===== config.mk =====
export PLATFORM = sky130hd
export DESIGN_NAME = sys_bus_nslv
export DESIGN_NICKNAME = d
export VERILOG_FILES = /design/src/rtl/sys_bus_pkg.sv /design/src/rtl/sys_bus_tmo.sv /design/src/rtl/sys_bus_nslv.sv
export SDC_FILE = /design/constraint.sdc
export NUM_CORES = 1
export LEC_CHECK = 0
export ABC_CLOCK_PERIOD_IN_PS = 2700
export BUFFER_PORTS_ARGS = -buffer_cell sky130_fd_sc_hd__buf_4
export CORE_AREA = 2 2 137 139
export CTS_CLUSTER_DIAMETER = 50
export DETAILED_ROUTE_END_ITERATION = 6
export DIE_AREA = 0 0 139 141
export PLACE_DENSITY = 0.75
export SETUP_SLACK_MARGIN = 0.4
export SLEW_MARGIN = 30
export SYNTH_ARGS = -nofsm -noshare
export SYNTH_HDL_FRONTEND = slang
export SYNTH_HIERARCHICAL = 1
export SYNTH_SLANG_ARGS = --single-unit

===== constraint.sdc =====
create_clock -name clk -period 2.7 [get_ports clk]
set_input_delay 0.405 -clock clk [delete_from_list [all_inputs] [get_ports clk]]
set_output_delay 0.405 -clock clk [all_outputs]
set_load 0.005 [all_outputs]

===== src/rtl/sys_bus_pkg.sv =====
// Shared definitions for the parametrised single-master system bus.
// State encoding, default address map fields and the error-count helper.
package sys_bus_pkg;

  typedef enum logic [1:0] {
    StIdle,
    StAccess,
    StDone
  } state_e;

  localparam logic [31:0] ERR_DATA_DEF = 32'hDEAD_BEEF;
  localparam int unsigned SEL_HI_DEF   = 31;
  localparam int unsigned SEL_LO_DEF   = 28;

  localparam int unsigned SLV_IMEM = 0;
  localparam int unsigned SLV_DMEM = 1;
  localparam int unsigned SLV_GPIO = 2;
  localparam int unsigned SLV_UART = 3;

  function automatic logic [7:0] sat_inc8(input logic [7:0] val);
    return (val == 8'hFF) ? 8'hFF : val + 8'd1;
  endfunction

endpackage


===== src/rtl/sys_bus_tmo.sv =====
// Access timeout counter. expire is registered and is high in the ACCESS cycle
// in which the count reaches limit-1; limit = 0 keeps expire low.
module sys_bus_tmo #(
  parameter int unsigned CNT_W = 8
) (
  input  logic             clk,
  input  logic             rst_n,
  input  logic             clr,
  input  logic             en,
  input  logic [CNT_W-1:0] limit,
  output logic             expire
);

  logic [CNT_W-1:0] cnt_q, cnt_d;
  logic             expire_d;

  always_comb begin
    cnt_d = cnt_q;
    if (clr) begin
      cnt_d = '0;
    end else if (en) begin
      cnt_d = cnt_q + CNT_W'(1);
    end
    // Compare the next count so the flag lines up with the cycle it describes.
    expire_d = (limit != '0) && (clr || en) && (cnt_d == limit - CNT_W'(1));
  end

  always_ff @(posedge clk or negedge rst_n) begin
    if (!rst_n) begin
      cnt_q  <= '0;
      expire <= 1'b0;
    end else begin
      cnt_q  <= cnt_d;
      expire <= expire_d;
    end
  end

endmodule


===== src/rtl/sys_bus_nslv.sv =====
// Registered single-master bus to NSLV slaves with decode-error responses,
// per-access timeout and sticky error capture.
module sys_bus_nslv
  import sys_bus_pkg::*;
#(
  parameter int unsigned          NSLV     = 4,
  parameter int unsigned          DATA_W   = 32,
  parameter int unsigned          SEL_HI   = SEL_HI_DEF,
  parameter int unsigned          SEL_LO   = SEL_LO_DEF,
  parameter int unsigned          TMO_CYC  = 255,
  parameter logic [DATA_W-1:0]    ERR_DATA = DATA_W'(ERR_DATA_DEF)
) (
  input  logic                   clk,
  input  logic                   rst_n,
  input  logic                   m_valid,
  input  logic [31:0]            m_addr,
  input  logic                   m_wen,
  input  logic [DATA_W-1:0]      m_wdata,
  input  logic [DATA_W/8-1:0]    m_wmask,
  output logic                   m_ready,
  output logic [DATA_W-1:0]      m_rdata,
  output logic                   m_err,
  output logic [NSLV-1:0]        s_valid,
  output logic [31:0]            s_addr,
  output logic                   s_wen,
  output logic [DATA_W-1:0]      s_wdata,
  output logic [DATA_W/8-1:0]    s_wmask,
  input  logic [NSLV*DATA_W-1:0] s_rdata,
  input  logic [NSLV-1:0]        s_ready,
  input  logic                   err_clr,
  output logic                   err_irq,
  output logic [31:0]            err_addr,
  output logic [7:0]             err_cnt
);

  localparam int unsigned SEL_W = SEL_HI - SEL_LO + 1;
  localparam int unsigned TMO_W = (TMO_CYC < 2) ? 1 : $clog2(TMO_CYC + 1);

  state_e            state;
  logic [SEL_W-1:0]  idx;
  logic              dec_ok;
  logic [NSLV-1:0]   onehot;
  logic [DATA_W-1:0] rd_sel;
  logic              rdy_sel;
  logic              tmo_clr, tmo_en, expire;

  assign idx    = m_addr[SEL_HI:SEL_LO];
  assign dec_ok = 32'(idx) < NSLV;

  // s_valid doubles as the latched select while in ACCESS.
  always_comb begin
    onehot = '0;
    rd_sel = '0;
    for (int unsigned i = 0; i < NSLV; i++) begin
      onehot[i] = (32'(idx) == i);
      if (s_valid[i]) rd_sel = rd_sel | s_rdata[i*DATA_W +: DATA_W];
    end
    rdy_sel = |(s_ready & s_valid);
  end

  assign tmo_clr = (state == StIdle) && m_valid && dec_ok;
  assign tmo_en  = (state == StAccess);

  sys_bus_tmo #(
    .CNT_W (TMO_W)
  ) u_tmo (
    .clk    (clk),
    .rst_n  (rst_n),
    .clr    (tmo_clr),
    .en     (tmo_en),
    .limit  (TMO_W'(TMO_CYC)),
    .expire (expire)
  );

  always_ff @(posedge clk or negedge rst_n) begin
    if (!rst_n) begin
      state    <= StIdle;
      m_ready  <= 1'b0;
      m_err    <= 1'b0;
      m_rdata  <= '0;
      s_valid  <= '0;
      s_addr   <= '0;
      s_wen    <= 1'b0;
      s_wdata  <= '0;
      s_wmask  <= '0;
      err_irq  <= 1'b0;
      err_addr <= '0;
      err_cnt  <= '0;
    end else begin
      m_ready <= 1'b0;
      m_err   <= 1'b0;
      if (err_clr) begin
        err_irq <= 1'b0;
        err_cnt <= '0;
      end
      // Error capture below is assigned later so it overrides a concurrent clear.
      case (state)
        StIdle: begin
          if (m_valid) begin
            s_addr <= m_addr;
            if (dec_ok) begin
              s_wen   <= m_wen;
              s_wdata <= m_wdata;
              s_wmask <= m_wen ? m_wmask : '0;
              s_valid <= onehot;
              state   <= StAccess;
            end else begin
              m_ready  <= 1'b1;
              m_err    <= 1'b1;
              m_rdata  <= ERR_DATA;
              err_addr <= m_addr;
              err_irq  <= 1'b1;
              err_cnt  <= err_clr ? 8'd1 : sat_inc8(err_cnt);
              state    <= StDone;
            end
          end
        end
        StAccess: begin
          if (rdy_sel) begin
            s_valid <= '0;
            m_ready <= 1'b1;
            m_rdata <= s_wen ? '0 : rd_sel;
            state   <= StDone;
          end else if (expire) begin
            s_valid  <= '0;
            m_ready  <= 1'b1;
            m_err    <= 1'b1;
            m_rdata  <= ERR_DATA;
            err_addr <= s_addr;
            err_irq  <= 1'b1;
            err_cnt  <= err_clr ? 8'd1 : sat_inc8(err_cnt);
            state    <= StDone;
          end
        end
        StDone:  state <= StIdle;
        default: state <= StIdle;
      endcase
    end
  end

endmodule


# Yosys cells after proc, flatten, opt, wreduce, memory -nomap -nowiden
# Index checks and enable logic that the tools add are counted.
dict set report totals {
  romBits 0
  ff_bits 159
  in_bits 205
  memories 0
  wordCells 96
  output_inout_bits 148
  mem_bits_rw 0
  latchBits 0
}
dict set report op_classes {
  reduce_logical 14
  multipliers 0
  n_eq_ne 12
  n_shift 0
  n_addsub 2
  order_cmp 1
  bitwise 4
  n_mux 49
  div_mod_pow 0
}
# operator count
set ops {}
lappend ops {{$mux 32} 13}
lappend ops {{$pmux 32 s2} 2}
lappend ops {{$or 32x32->32} 3}
lappend ops {{$mux 8} 9}
lappend ops {{$mux 4} 5}
lappend ops {{$add 8x1->8 const B} 2}
lappend ops {{$eq 8x8->1 const B} 2}
lappend ops {{$pmux 8 s2} 1}
lappend ops {{$mux 1} 10}
lappend ops {{$ne 2x2->1 const B} 5}
lappend ops {{$eq 4x2->1 const B} 2}
lappend ops {{$mux 2} 4}
lappend ops {{$pmux 4 s2} 1}
lappend ops {{$reduce_and 4->1} 2}
lappend ops {{$pmux 1 s2} 3}
lappend ops {{$reduce_and 5->1} 1}
lappend ops {{$and 4x4->4} 1}
lappend ops {{$eq 4x1->1 const B} 1}
lappend ops {{$logic_not 4->1} 1}
lappend ops {{$lt 4x3->1 const B} 1}
lappend ops {{$pmux 2 s2} 1}
lappend ops {{$reduce_and 2->1} 2}
lappend ops {{$reduce_or 4->1} 1}
lappend ops {{$logic_and 1x1->1} 3}
lappend ops {{other kinds (6)} 6}

# Logic depth before layout (Yosys ltp)
# Gate-level depths: netlist (run 1).
dict set report depth {
  ltp_word 10
  depth_mapped 11
  ltp_nobuf 8
}

# Modules after synthesis
# The synthesis (run 1) kept the hierarchy.
# mod seq_area_each_um2 n_inst area_per_inst_um2 cells_each
set by_module_without_submodules {}
lappend by_module_without_submodules {sys_bus_nslv 3753.6 1 6691.4 633}
lappend by_module_without_submodules {sys_bus_tmo 225.2 1 794.5 83}

# Worst setup path before layout (run 1)
# OpenSTA, ideal clock, no wires.
dict set report synth_timing {
  path_type {reg-to-reg}
  from {register state[1]}
  to {register u_tmo.expire}
  synth_period_minus_slack_ps 2748
  slack_ps -48
  setup_ps 111
  path_stages_with_launch 10
  required_time_ps 2589
  arrival_time_ps 2637
  path_buffers 2
  path_cell_list {dfrtp_1 -> nand2b_1 -> inv_2 -> buf_1 -> buf_4 -> nand4_2 -> nor4_4 -> a211oi_1 -> or4b_4 -> a2111oi_2}
}
dict set report synth_between {
  word_cells_on_any_way 9
  cone_classes {eq/ne: 2; mux: 2; reduce/logical: 5}
}
# element line
set synth_lines {}
lappend synth_lines {{from (decl)} sys_bus_nslv.sv:39} ;# state_e state;
lappend synth_lines {{from (signal assigned)} sys_bus_nslv.sv:77} ;# state <= StIdle;
lappend synth_lines {{from (signal assigned)} sys_bus_nslv.sv:106} ;# state <= StAccess;
lappend synth_lines {{from (signal assigned)} sys_bus_nslv.sv:114} ;# state <= StDone;
lappend synth_lines {{$eq 2x1->1 *} sys_bus_nslv.sv:62} ;# assign tmo_en = (state == StAccess);
lappend synth_lines {{named net tmo_en} sys_bus_nslv.sv:45} ;# logic tmo_clr, tmo_en, expire;
lappend synth_lines {{$mux 8} sys_bus_tmo.sv:21} ;# end else if (en) begin
lappend synth_lines {{$mux 8} sys_bus_tmo.sv:19} ;# if (clr) begin
lappend synth_lines {{$eq 8x8->1} sys_bus_tmo.sv:25} ;# expire_d = (limit != '0) && (clr || en) && (cnt_d == limit - CNT_W'(1));
lappend synth_lines {{$logic_and 1x1->1 *} sys_bus_tmo.sv:25}
lappend synth_lines {{named net u_tmo.expire_d} sys_bus_tmo.sv:15} ;# logic expire_d;
lappend synth_lines {{to (signal assigned)} sys_bus_tmo.sv:34} ;# expire <= expire_d;
lappend synth_lines {{to (decl)} sys_bus_tmo.sv:11} ;# output logic expire
# Mark *: on every way through the listed nets, which the timed path passes. The rest lies on a longest branch.
# A chain may end at the register's enable or synchronous reset.

# Worst setup path after layout (run 1)
dict set report layout_timing {
  from {register u_tmo.cnt_q[0]}
  to {register u_tmo.expire}
}
dict set report layout_between {
  elab_chain_len 5
}
# element line
set layout_lines {}
lappend layout_lines {{from (decl)} sys_bus_tmo.sv:14} ;# logic [CNT_W-1:0] cnt_q, cnt_d;
lappend layout_lines {{from (signal assigned)} sys_bus_tmo.sv:33} ;# cnt_q <= cnt_d;
lappend layout_lines {{$add 8x1->8} sys_bus_tmo.sv:22} ;# cnt_d = cnt_q + CNT_W'(1);
lappend layout_lines {{$mux 8 *} sys_bus_tmo.sv:21}
lappend layout_lines {{$mux 8 *} sys_bus_tmo.sv:19}
lappend layout_lines {{$eq 8x8->1 *} sys_bus_tmo.sv:25}
lappend layout_lines {{$logic_and 1x1->1 *} sys_bus_tmo.sv:25}
lappend layout_lines {{named net u_tmo.expire_d} sys_bus_tmo.sv:15}
# Marked as above.

==> summary by stage, run 1 <==
CTS
The latest clock arrival within the worst-skew pair is 410 ps. The TritonCTS buffer count is 17. The CTS sink count is 159. Clock-pin slew was measured on the worst setup and hold paths at 70 ps. The clock tree from TritonCTS is built. The post-CTS setup repair buffer count is 0. The buffer depth of the longest clock path is 2.

The tree is rooted in a sky130_fd_sc_hd__clkbuf_16. The clock tree synthesis step divided the H-tree into 4 levels.

Worst setup path
At the worst endpoint, the required time is 3000 ps. For flop-to-flop paths, the worst setup slack is 500 ps. The data arrival at the endpoint of the critical path is 2500 ps. The worst setup path is captured at a flop.

The type of origin of the critical path is a flop. Of all nets on the critical path, the largest fanout is 7. The critical path is of the reg -> reg type. The worst reg2reg path depth is 6.

Logic synthesis
The most used flip-flop cell after synthesis is sky130_fd_sc_hd__dfrtp_1. The count of flip-flops with a built-in enable after synthesis is 0. In this run the mean area of a mapped cell was 10.5 um^2.

The number of register bits inferred by synthesis is 159. Sorting the synthesized cells by area gives the leading types as sky130_fd_sc_hd__dfrtp_1, sky130_fd_sc_hd__nand2_1, sky130_fd_sc_hd__a22oi_1. The dominant cell type by area after synthesis is sky130_fd_sc_hd__dfrtp_1. The number of synthesis warnings is 6. The number of different library cells used by synthesis comes to 57. In the synthesized netlist the async set-or-reset flop fraction comes to 1.00. After synthesis the cells add up to 0.00749 mm^2. Synthesis produced a netlist whose cell count is 716.

The sequential cell area fraction in the yosys report is 0.532. The share of synthesized area in the top cell type comes to 0.532.

STA
The number of hold-slack violations in the final timing report came to 0. For this run, the top clock speed supported by timing is 455 MHz. The least setup slack across all paths after layout is 501 ps. The setup skew after layout is 11.9 ps. The count of final max-slew check failures is 0.

The shortest period the worst path allows is 2200 ps. At the pin with the least slew margin, the transition time is 544 ps. The fraction of the cycle the final worst path needs is 0.814.

Setup repair after global routing left no endpoint under its margin. Setup violations remaining at the end of the flow were counted as 0. Setup total negative slack on the finished layout was measured at 0 ps. The remaining max-slew budget at the tightest pin is 0.637.

Global route
The largest net degree at the start of global routing is 53. The initial antenna violation count is 0. The first global-routing pass estimated 36,200 um of wire. The global-route total usage across every layer is 0.231. The via count of the first global-routing pass is 6,661. The remaining global-route overflow is 0.

Placement
At the end of routability-driven placement, the weighted congestion stood at 0.865. The setup slack after placement is 445 ps. The placed wire-length estimate is 17,400 um.

The count of buffers added on input and output ports is 352. The placed instances occupy a cell area of 0.0105 mm^2.

Detailed routing
The count of nets left with antenna violations once routing finished came out at 0. The wire length per cell is 17.6 um. The detailed router's first-iteration violation count is 424. The number of design rule violations left after detail routing is 0. After detailed routing, the total wire length is 23,400 um.

Using the TritonRoute via totals, the vias-per-cell ratio works out to 5.24. The first TritonRoute pass finished after 5 iterations. The detailed-route via count is 6,967.

Die
The floorplan step defined a core boundary enclosing 0.0183 mm^2. Row generation in the floorplan step produced 50 rows. The floorplan die height is 141 um.

The full die area is 0.0196 mm^2. Measured along the x axis, the die boundary spans 139 um. The initial utilization of the core area, before any placement, comes to 0.410.

During I/O placement, the number of pins put on the boundary was 353.

Power and ir drop
The largest voltage drop on the vdd net is 0.000542 V. The analysis attributes to cell leakage a power of 5.34 nW. Power comes to 10.9 mW. Dividing total power by cell area gives a power density of 981 mW/mm^2.

Finish
Of the cells placed in the final design, the portion with a size suffix greater than 1 is 0.419. The leading cell type in the layout, fill and taps excluded is sky130_fd_sc_hd__buf_4. At the end of the flow, the number of nets in the layout was 1,290. The final instance area is 0.0111 mm^2. In the layout the commonest cells are sky130_fd_sc_hd__buf_4, sky130_fd_sc_hd__dfrtp_1, sky130_fd_sc_hd__nand2_1. 0 antenna diodes ended up in the layout. The growth of design area from synthesis to finish is 48.5%.

Min path
The class of the tightest hold or removal check is in -> reg. Counting instances, the worst hold path has a depth of 3.

Job
Max-cap violations in this run came to 0.

Outcome
The flow ran to the end, and the final reports show no timing, DRC or antenna violations.
==> synth_stat cells (7+ instances only) <==
library cell	count
sky130_fd_sc_hd__xnor2_1	8
sky130_fd_sc_hd__a21oi_1	28
sky130_fd_sc_hd__a22oi_1	65
sky130_fd_sc_hd__inv_1	9
sky130_fd_sc_hd__a22o_1	10
sky130_fd_sc_hd__mux2i_1	34
sky130_fd_sc_hd__o21ai_0	39
sky130_fd_sc_hd__clkbuf_1	36
sky130_fd_sc_hd__nand2_1	156
sky130_fd_sc_hd__mux2_2	39
sky130_fd_sc_hd__dfrtp_1	159
sky130_fd_sc_hd__nor3_1	7
sky130_fd_sc_hd__nor2_1	15
sky130_fd_sc_hd__o22a_1	24
==> routing by layer <==
metal	up-vias	wire, um	track usage
li1	3281	-	-
met4	0	403	0.0702
met1	3396	9890	0.307
met3	32	1410	0.0513
met2	258	11600	0.381
met5	-	0	0
==> cells by family (layout without fill, tap and decap cells) <==
logic type	after synthesis	in the layout	share of synthesized area
multiplexers	74	74	0.106
adder cells (fa/ha/maj)	3	3	0.00501
other	1	26	0.000501
flip-flops	159	159	0.532
AO/OA/AOI/OAI	188	188	0.177
buffers and inverters	61	415	0.0344
XOR/XNOR	12	12	0.0140
AND/OR/NAND/NOR	218	218	0.132
==> sequential cells by signal, indices dropped and copies added (netlist names), 2 cells and up <==
name and flops:
err_addr 32, m_rdata 32, s_addr 32, s_wdata 32, err_cnt 8, u_tmo/cnt_q 8
s_valid 4, s_wmask 4, state 2
==> path summary, 6_finish.rpt <==
check                                from            to
hold reg to reg                s_wmask[2]    s_wmask[2]
setup reg to reg           u_tmo/cnt_q[0]  u_tmo/expire
hold / removal                 m_addr[24]    s_addr[24]
min in group asynchronous           rst_n  err_addr[25]
max in group asynchronous           rst_n  err_addr[18]
setup / recovery           u_tmo/cnt_q[0]  u_tmo/expire
==> where the power goes <==
part	internal, mW	leakage [nW]	switching, mW
Clock	1.36	0.282	0.969
Combinational	2.43	3.14	2.08
Sequential	3.38	1.92	0.687
==> layout make-up <==
type,count,area (um^2)
timing repair buffer,372,2820
tap,234,293
clock buffer,22,474
sequential,159,3980
multi-input combinational,521,3400
inverter,11,41.3
clock inverter,10,100
fill,1563,7150
==> repair_timing <==
item                       in CTS  in global routing
resized for setup               0                  2
hold endpoints to repair       43                  0
setup endpoints to repair       0                  1
hold buffers                    1                  0
==> per-stage QoR <==
step	util	cells	hold slack [ps]
finish	0.608	1329	187
global route	0.608	1329	177
CTS	0.607	1329	170
detailed placement	0.575	1296	369
global placement	0.575	1296	365
floorplan	-	741	109
==> worst max-delay path, stage by stage (launching register included) <==
cell                        delay [ps]
sky130_fd_sc_hd__dfrtp_1           490
sky130_fd_sc_hd__ha_4              330
sky130_fd_sc_hd__nor3b_2           150
sky130_fd_sc_hd__a22oi_1            90
sky130_fd_sc_hd__a221o_1           300
sky130_fd_sc_hd__or4b_4            550
sky130_fd_sc_hd__a2111oi_4         190
No activity file was read; power rests on OpenSTA's default activity.
==> run 2, diff against run 1 <==
- ABC_CLOCK_PERIOD_IN_PS: 2700 -> 1800
- clock period: 2.7 -> 1.8 ns (I/O delays scaled with it)
==> run 2 against run 1 <==
Effect of this change: the flow now finishes with violations (setup timing); die area unchanged; global-route usage grew 5.2 points; first-iteration DRC count is 9.7% lower; largest cell class is now buffers; largest power group unchanged; sequential power increased by 56%; hold slack got worse by 140 ps; clock-buffer cell count fell by 4; clock power is 53% higher; flip-flop and latch count unchanged; cell area is 18% higher; register-to-register slack worse by 730 ps.
==> summary by stage, run 2 (same netlist as run 1, synthesis figures left out) <==
STA
The fraction of the cycle the final worst path needs was 1.13 (+0.311). The total setup violations reported at the end of the flow is 104 (+104). The count of final max-slew check failures was 0 (unchanged). The accumulated negative setup slack is -14,880 ps (-14,880 ps). The setup skew after layout is 13.5 ps (+1.62 ps). The maximum clock frequency is 494 MHz (+8.6%). The shortest period the worst path allows is 2030 ps (-173 ps). The number of hold-slack violations in the final timing report is 0 (unchanged). Setup repair after global routing could not meet its margin everywhere.

The least setup slack across all paths after layout came to -226 ps (-727 ps).

Global route
The global-route total usage across every layer came to 0.283 (+0.0516). The largest net degree at the start of global routing is 52 (-1.9%). The wire length of the first global-routing pass is 42,900 um (+19%). The remaining global-route overflow is 0 (unchanged). The via count of the first global-routing pass is 7,808 (+17%). The initial antenna violation count was 0 (unchanged).

Power and ir drop
The leakage power figure is 6.22 nW (+17%). The total design power is 19.7 mW (+81%). The sequential share of power is 0.321 (-0.052).

The total power divided by cell area was 1500 mW/mm^2 (+53%). The power share of the clock group was 0.180 (-0.033). The largest voltage drop on the vdd net is 0.000893 V (+65%). The switching power as a share of total power is 0.363 (+0.0204). The combinational share of power is 0.499 (+0.086).

The total net switching power is 7.17 mW (+92%). The cell-internal power is 12.6 mW (+75%).

Worst setup path
Grouping stages by cell kind, the critical path spends the most delay in buffers and inverters. The total buffers and inverters traversed by the critical path is 5 (+5). The class of the most critical setup path is reg -> reg. The largest fanout on the critical path is 5 (-2). The worst register-to-register path begins at state[1]. The largest individual stage delay along the critical path comes from the cell sky130_fd_sc_hd__dfrtp_2. The type of origin of the critical path is a flop. The critical path starts at state[1]. The most repeated library cell on the critical path is sky130_fd_sc_hd__buf_6. The signal on the critical path passes through buf_6 -> buf_6 -> or3b_4 -> buf_6 -> buf_6 -> o21a_4 -> buf_12 -> a22o_1.

STA classifies the critical path endpoint as a flop. The required time of the critical path is 2110 ps (-890 ps). The data arrival at the endpoint of the critical path is 2340 ps (-160 ps). The delay of the slowest critical-path stage is 450 ps (-100 ps).

CTS
The latest clock arrival within the worst-skew pair came to 420 ps (about the same). The TritonCTS buffer count is 17 (unchanged). The H-tree depth came to 4 (unchanged). The clock input transition at the sequential cells of the worst setup and hold paths was 70 ps (about the same). The buffer depth of the longest clock path is 2 (unchanged). The CTS sink count was 159 (unchanged). The clock tree from TritonCTS is built. The cell at the root of the clock tree is sky130_fd_sc_hd__clkbuf_16.

Finish
The count of filler cells inserted in the layout was 1,271 (-19%). The growth of design area from synthesis to finish is 75.3%. The diode insertion count for antenna repair was 0 (unchanged). The library cell used most frequently in the layout, excluding fill and tap cells, is sky130_fd_sc_hd__buf_4. The layout cell share with drive strength beyond 1 is 0.566 (+0.147). In the layout the commonest cells are sky130_fd_sc_hd__buf_4, sky130_fd_sc_hd__dfrtp_1, sky130_fd_sc_hd__nand2_1. The number of nets in the final layout is 1,373 (+6.4%).

Detailed routing
The wire length per cell is 20.5 um (+17%). The routed via count divided by cell count is 5.41 (+3.2%). The number of design rule violations left after detail routing came to 0 (unchanged). The detailed router's first-iteration violation count is 383 (-9.7%). The count of antenna-violating nets left after detailed routing came to 0 (unchanged).

The length of the first detailed-routing pass in iterations is 4 (-1). The post-detailed-routing wire length is 28,900 um (+24%). The detailed-route via count is 7,639 (+9.6%).

Die
The placeable core region is 0.0183 mm^2 (unchanged). The I/O pin total is 353 (unchanged). The effective utilization at floorplan is 0.410 (unchanged). The full die area is 0.0196 mm^2 (unchanged). The standard-cell row count is 50 (unchanged).

The floorplan die height is 141 um (unchanged). The chip width came to 139 um (unchanged).

Placement
The number of port buffers was 352 (unchanged). The final weighted congestion in routability-driven placement is 0.825 (-4.6%). The placed wire-length estimate is 17,700 um (+2.0%).

Job
The number of maximum-capacitance violations is 0 (unchanged).

Min path
The class of the tightest hold or removal check is in -> reg. The worst hold path begins at m_addr[0].

Outcome
The run finished, with violations left. The final reports fail on setup timing.
==> run 2: changes by cell type in the layout (fill, tap and decap cells not counted), moves of 6 or more <==
cell,change
sky130_fd_sc_hd__nand2_1,-70
sky130_fd_sc_hd__nand2_2,+51
sky130_fd_sc_hd__o21ai_0,-36
sky130_fd_sc_hd__o21ai_2,+26
sky130_fd_sc_hd__buf_6,+23
sky130_fd_sc_hd__buf_12,+18
sky130_fd_sc_hd__nand2_4,+18
sky130_fd_sc_hd__buf_16,+14
sky130_fd_sc_hd__buf_4,+12
sky130_fd_sc_hd__o21ai_1,+10
sky130_fd_sc_hd__inv_8,+9
sky130_fd_sc_hd__clkbuf_16,+6
==> run 2: layout make-up <==
type	count	area (um^2)	area share
timing repair buffer	452	4240	0.323
sequential	159	3990	0.304
multi-input combinational	521	3910	0.298
clock buffer	18	439	0.0335
tap	234	293	0.0223
clock inverter	14	144	0.0110
inverter	11	68.8	0.00524
timing repair inverter	3	43.8	0.00334
==> run 2: power groups by stage <==
stage	clock network (mW)	registers [mW]	logic (mW)
floorplan	0	6.12	3.35
global placement	0	6.03	7.13
detailed placement	0	6.11	7.29
CTS	3.64	6.24	9.28
global route	3.79	6.51	10.5
finish	3.56	6.33	9.85
==> run 2: timing repair <==
| action | CTS | global route |
|---|---|---|
| endpoints found under the hold margin | 34 | 0 |
| resized for setup | 171 | 59 |
| pin swaps | 21 | 22 |
| hold buffers | 1 | 0 |
| cloned | 21 | 6 |
| setup endpoints to repair | 158 | 162 |
| buffers inserted | 22 | 12 |
==> run 2: tightest hold or removal path, cell delays in order <==
cell and delay, ps:
sky130_fd_sc_hd__buf_4 80, sky130_fd_sc_hd__nand2_1 40, sky130_fd_sc_hd__nand2_1 40
==> run 2: stage by stage <==
stage,setup slack (ps),utilization,cells,instance area (um^2),hold slack (ps)
final,-226,0.718,1412,13100,46.9
after global routing,-336,0.718,1412,13100,43.9
after CTS,-233,0.695,1394,12700,29.6
after detailed placement,-238,0.590,1318,10800,202
after global placement,-211,0.590,1318,10800,202
after floorplan,-460,-,741,7790,-25.6
==> run 2: per-layer routing <==
layer / GRT usage / share of wire / vias up
li1: - / - / 3464
met1: 0.349 / 0.40 / 3820
met2: 0.484 / 0.52 / 300
met3: 0.0601 / 0.053 / 55
met4: 0.117 / 0.030 / 0
met5: 0 / 0 / -
==> run 2: worst paths after layout <==
kind / slack [ps] / cells past startpoint / endpoint
max: -230 / 8 / m_rdata[29]
max in group asynchronous: 810 / 3 / err_addr[3]
min: 50 / 3 / s_addr[0]
min reg2reg: 500 / 2 / err_addr[4]
max reg2reg: -230 / 8 / m_rdata[29]
min in group asynchronous: 320 / 2 / s_addr[27]
